--- src/rtl/cu_sleep_requester.sv ---
// ---------------------------------------------------------------------------
// cu_sleep_requester
//
// Per-compute-unit sleep requester. Watches the warp-active lines and the CU
// memory handshakes, decides when the CU has finished, and drives the CU side
// of the sleep handshake into the GPU power/clock controller.
//
// Optional build macro: CU_SLEEP_DRAIN_FIRST_EN
//   undefined (default): idle debounce goes straight to REQ, and
//                        cu_delay_sleep_o tells the controller to defer
//                        while memory responses are still in flight.
//   defined            : a DRAIN state waits for zero outstanding requests
//                        before REQ, and cu_delay_sleep_o is tied low.
//
// Ports:
//   clk_i            gated CU clock
//   rst_i            synchronous active-high reset
//   cu_rst_n_i       CU reset from controller, low = synchronous clear
//   warp_active_i    per-warp active flags
//   mem_req_valid_i  memory request valid
//   mem_req_ready_i  memory request ready (fire = valid & ready)
//   mem_rsp_valid_i  memory response valid
//   mem_rsp_ready_i  memory response ready (fire = valid & ready)
//   cu_sleep_req_o   one-cycle sleep request pulse
//   cu_delay_sleep_o high while sleep must be deferred
//   outstanding_o    in-flight memory request count
//   err_o            sticky protocol error flag
// ---------------------------------------------------------------------------
module cu_sleep_requester #(
    parameter int NUM_WARPS       = 4,
    parameter int MAX_OUTSTANDING = 15,
    parameter int IDLE_CYCLES     = 8,
    localparam int CW             = $clog2(MAX_OUTSTANDING + 1)
) (
    input  logic                 clk_i,
    input  logic                 rst_i,
    input  logic                 cu_rst_n_i,
    input  logic [NUM_WARPS-1:0] warp_active_i,
    input  logic                 mem_req_valid_i,
    input  logic                 mem_req_ready_i,
    input  logic                 mem_rsp_valid_i,
    input  logic                 mem_rsp_ready_i,
    output logic                 cu_sleep_req_o,
    output logic                 cu_delay_sleep_o,
    output logic [CW-1:0]        outstanding_o,
    output logic                 err_o
);

    typedef enum logic [1:0] {
        RUN   = 2'd0,
        DRAIN = 2'd1,
        REQ   = 2'd2,
        SLEPT = 2'd3
    } state_t;

    state_t        r_state;
    logic [7:0]    r_idleCnt;
    logic [CW-1:0] r_outstanding;
    logic          r_err;

    logic          w_clr;
    logic          w_idle;
    logic          w_reqFire;
    logic          w_rspFire;
    logic [CW-1:0] w_outNext;
    logic          w_errNext;

    // Either reset source clears the whole block on the next edge.
    assign w_clr     = rst_i | ~cu_rst_n_i;
    assign w_idle    = (warp_active_i == '0);
    assign w_reqFire = mem_req_valid_i & mem_req_ready_i;
    assign w_rspFire = mem_rsp_valid_i & mem_rsp_ready_i;

    // Next outstanding count and error flag. Over/underflow saturates the
    // counter and raises the sticky error; once asleep, any warp activity or
    // new request is also a protocol violation.
    always_comb begin
        w_outNext = r_outstanding;
        w_errNext = r_err;
        if (w_reqFire && !w_rspFire) begin
            if (r_outstanding == CW'(MAX_OUTSTANDING)) begin
                w_errNext = 1'b1;
            end else begin
                w_outNext = r_outstanding + 1'b1;
            end
        end else if (w_rspFire && !w_reqFire) begin
            if (r_outstanding == '0) begin
                w_errNext = 1'b1;
            end else begin
                w_outNext = r_outstanding - 1'b1;
            end
        end
        if (r_state == SLEPT && (!w_idle || w_reqFire)) begin
            w_errNext = 1'b1;
        end
    end

`ifndef CU_SLEEP_DRAIN_FIRST_EN
    logic r_delaySleep;

    // Deferral tracks the count after this edge, so it is already valid in
    // the same cycle as the sleep pulse and drops right after the last
    // response fires.
    always_ff @(posedge clk_i) begin
        if (w_clr) begin
            r_delaySleep <= 1'b0;
        end else begin
            r_delaySleep <= (w_outNext != '0);
        end
    end

    assign cu_delay_sleep_o = r_delaySleep;
`else
    assign cu_delay_sleep_o = 1'b0;
`endif

    // Main FSM: debounce inactivity, optionally drain memory, issue a single
    // request pulse, then park in SLEPT until cleared.
    always_ff @(posedge clk_i) begin
        if (w_clr) begin
            r_state       <= RUN;
            r_idleCnt     <= 8'd0;
            r_outstanding <= '0;
            r_err         <= 1'b0;
        end else begin
            r_outstanding <= w_outNext;
            r_err         <= w_errNext;
            case (r_state)
                RUN: begin
                    if (!w_idle) begin
                        r_idleCnt <= 8'd0;
                    end else if (r_idleCnt == 8'(IDLE_CYCLES - 1)) begin
                        r_idleCnt <= 8'd0;
`ifdef CU_SLEEP_DRAIN_FIRST_EN
                        r_state   <= DRAIN;
`else
                        r_state   <= REQ;
`endif
                    end else begin
                        r_idleCnt <= r_idleCnt + 8'd1;
                    end
                end
`ifdef CU_SLEEP_DRAIN_FIRST_EN
                DRAIN: begin
                    if (!w_idle) begin
                        r_state   <= RUN;
                        r_idleCnt <= 8'd0;
                    end else if (r_outstanding == '0 && !w_reqFire) begin
                        r_state <= REQ;
                    end
                end
`endif
                REQ: begin
                    r_state <= SLEPT;
                end
                SLEPT: begin
                    r_state <= SLEPT;
                end
                default: begin
                    r_state   <= RUN;
                    r_idleCnt <= 8'd0;
                end
            endcase
        end
    end

    assign cu_sleep_req_o = (r_state == REQ);
    assign outstanding_o  = r_outstanding;
    assign err_o          = r_err;

endmodule

--- config.mk ---
export PLATFORM = sky130hd
export DESIGN_NAME = cu_sleep_requester
export DESIGN_NICKNAME = d
export VERILOG_FILES = /design/src/rtl/cu_sleep_requester.sv
export SDC_FILE = /design/constraint.sdc
export NUM_CORES = 1
export LEC_CHECK = 0
export ABC_AREA = 1
export BUFFER_PORTS_ARGS = -buffer_cell sky130_fd_sc_hd__buf_2
export CAP_MARGIN = 25
export CORE_UTILIZATION = 48
export CTS_CLUSTER_SIZE = 28
export DETAILED_ROUTE_END_ITERATION = 8
export PLACE_DENSITY_LB_ADDON = 0.08
export SYNTH_ARGS = -nofsm -noshare
export SYNTH_HDL_FRONTEND = slang
export SYNTH_SLANG_ARGS = --single-unit
--- constraint.sdc ---
create_clock -name clk_i -period 1.27 [get_ports clk_i]
set_input_delay 0.127 -clock clk_i [delete_from_list [all_inputs] [get_ports clk_i]]
set_output_delay 0.127 -clock clk_i [all_outputs]
set_load 0.02 [all_outputs]
==> summary.md <==
| Metric | Value |
|---|---|
| Status | finished with violations |
| Failing checks | setup timing |
| Io pins | 18 |
| Leak pwr | roughly 0.00066 uW |
| CTS tree | built |
| Largest net degree at the start of global routing | 12 |
| #FFs+latches synth | 16 |
| Cts hold-fix bufs | 0 |
| Syn_nets | between 150 and 200 |
| Vias in the first global route | about 900 |
| Combinational power share | 19.1% |
| First-pass GRT wire length | 3830 um |
| Sw frac | 26.5% |
| Netlist cell types | 22 |
| H-tree depth | 1 |
| Most common cell after layout, fill and taps aside | nand2_1 |
| Antenna violation net count after detailed routing | 0 |
| Final setup TNS | -0.00249 ns |
| Synthesis Warnings | 0 |
| 1st-iter DRT viols | 22 |
| Reg power frac | 49.0% |
| DR DRC count | 0 |
| Core Area | 0.00182 mm^2 |
| Relative slew slack | 82.2% |
| Final nets | 201 |
| Crit. End Element | flip-flop |
| Critical path type | flip-flop to flip-flop |
| Fin. max-slew vios | 0 |
| VDD IR max | 0.733 mV |
| Internal power | 779 uW |
| Starting density of the core | between 50% and 60% |
| Worst Max-Slew Pin Slew | 0.265 ns |
| Buf/Inv on CP | 1 |
| CP top delay family | simple AND/OR/NAND/NOR gates |
| DPL Wire Length | roughly 1700 um |
| Fillers | roughly 130 |
| Most frequent cells in the layout | 25 x nand2_1, 20 x buf_4, 17 x buf_2 |
| Crit-path cells | inv_2 > ha_4 > nand2_4 > nand3_2 > nand2_2 > nand2_1 > nand2_2 > nand2_1 > nor2_1 > nor2_1 |
| Multi-input gate area | between 600 and 700 um^2 |
| Clock share of power | roughly a third |
| Syn avg cell area | 6.89 um^2 |
| Power density cells | around 740 mW/mm^2 |
| Clk_skew | 0.00328 ns |
| Register Area | 335 um^2 |
| Final setup fails | 3 |
| Via density per instance | just over 5 |
| CTS clock-pin slew for the worst setup and hold paths | 0.09 ns |
| Max Buffers Root-to-Sink | 2 |
| CP max stage delay | 0.38 ns |
| Placer Congestion | 0.852 |
| CP Data Required Time | 1.46 ns |
| RSZ-0062 raised after global routing | yes |
| Final setup margin | -0.00158 ns |
| Max-cap violation count | 0 |
| Die width | 47.2 um |
| Die ar. | 0.00222 mm^2 |
| Mapped Area | 978 um^2 |
| Clk root buf | clkbuf_4 |
| Worst-Skew Late Latency | 0.29 ns |
| WL/cell | 12.2 um |
| Worst min path class | input port to flip-flop |
| Final hold vios | 0 |
| CP max FO | 4 |
| FP Rows | 15 |
| Total track usage | 24.8% |
| Sink count of the clock tree | 16 |
| Global route total overflow | 0 |
| Area Overhead vs Synth | 46.2% |
| NetSw | 280 uW |
| Crit start category | flip-flop |
| Die Y | 47.2 um |
| DR vias | 1051 |
| ANT cells | 0 |
| Crit path DAT | 1.46 ns |
| Final period utilization | 100% |
| Synth Instances | 142 |
| Port buffer count | 17 |
| TritonCTS Buffers | 3 |
| Min Tclk post-route | 1.27 ns |
| Critical path's slowest cell | dfxtp_4 |
| Setup WS pre-CTS | -0.103 ns |
| Initial antenna violation count | 0 |
| Fmax achieved | 786 MHz |
| Ratio of cells with drive above 1 in the final layout | between 50% and 60% |
| Final wirelength | 2550 um |
| Seq/Total Area, Yosys | 32.7% |
| Pre-Repair DR Iteration Count | 6 |
## synthesized netlist by cell type, drive strengths merged
| master | n | area [um^2] |
|---|---|---|
| a21o | 1 | 7.51 |
| a21oi | 7 | 35.0 |
| buf | 1 | 11.3 |
| dfxtp | 16 | 320 |
| ha | 5 | 62.6 |
| inv | 21 | 78.8 |
| nand2 | 34 | 133 |
| nand3 | 12 | 70.1 |
| nand4 | 3 | 18.8 |
| nor2 | 26 | 118 |
| nor3 | 4 | 25.0 |
| nor4 | 1 | 21.3 |
| o211ai | 1 | 7.51 |
| o21ai | 4 | 20.0 |
| o22ai | 1 | 6.26 |
| xnor2 | 1 | 8.76 |
| xor2 | 4 | 35.0 |
## final cells by class
class	instances	share of cell area [%]
repair buffers	39	18.0
well taps	25	2.19
flip-flops and latches	16	23.4
clock buffers	4	2.54
inverters	21	5.69
multi-input cells	104	48.1
## layer usage
metal / track usage [%] / vias up / routed length [um]
li1: - / 538 / -
met1: 33.5 / 464 / 1110
met2: 39.7 / 45 / 1260
met3: 5.77 / 4 / 160
met4: 6.86 / 0 / 21
met5: 0 / - / 0
## state kept, by name, summed over array words and instances, names as in the netlist
register          flops
r_idleCnt             8
outstanding_o         4
r_state               2
cu_delay_sleep_o      1
err_o                 1
## timing repair
item	in CTS	in global routing
pin swaps	3	5
buffers inserted	1	1
resized for setup	10	29
endpoints found under the setup margin	11	13
## path summary, 6_finish.rpt
| path | from | endpoint | slack, ns | cells past startpoint |
|---|---|---|---|---|
| worst min-delay path | warp_active_i[3] | r_idleCnt[1] | 0.16 | 4 |
| worst max-delay path | outstanding_o[1] | cu_delay_sleep_o | -0.002 | 10 |
| worst min register to register | r_idleCnt[7] | r_idleCnt[7] | 0.51 | 2 |
| worst max register to register | outstanding_o[1] | cu_delay_sleep_o | -0.002 | 10 |
## power groups by stage
stage                     clock (uW)  sequential [uW]  combinational, uW
final                            338              519                202
after global routing             366              521                223
after CTS                        339              517                190
after detailed placement           0              527                178
after global placement             0              526                173
after floorplan                    0              539               85.5
## kinds of logic after synthesis
| logic type | Yosys count | synth area share, % |
|---|---|---|
| fa+ha+maj | 5 | 6.39 |
| flops | 16 | 32.7 |
| xor+xnor | 5 | 4.48 |
| buf+inv | 22 | 9.21 |
| simple gates | 80 | 39.4 |
| compound gates | 14 | 7.80 |
## stage by stage
step	hold WS, ns	cell area, um^2	utilization [%]	instances	total power, uW
3_3_place_gp	0.462	1240	68.2	203	700
4_1_cts	0.158	1330	72.9	208	1050
5_1_grt	0.171	1430	78.6	209	1110
6_report	0.163	1430	78.6	209	1060
2_1_floorplan	0.303	986	-	142	624
3_5_place_dp	0.468	1240	68.2	203	705
## worst reg2reg max path, stage by stage, from the launching register on
cell     delay, ns
dfxtp_4       0.38
inv_2         0.06
ha_4          0.17
nand2_4       0.07
nand3_2       0.08
nand2_2       0.07
nand2_1       0.07
nand2_2       0.08
nand2_1       0.06
nor2_1        0.08
nor2_1        0.04
(Power assumes the default switching activity.)
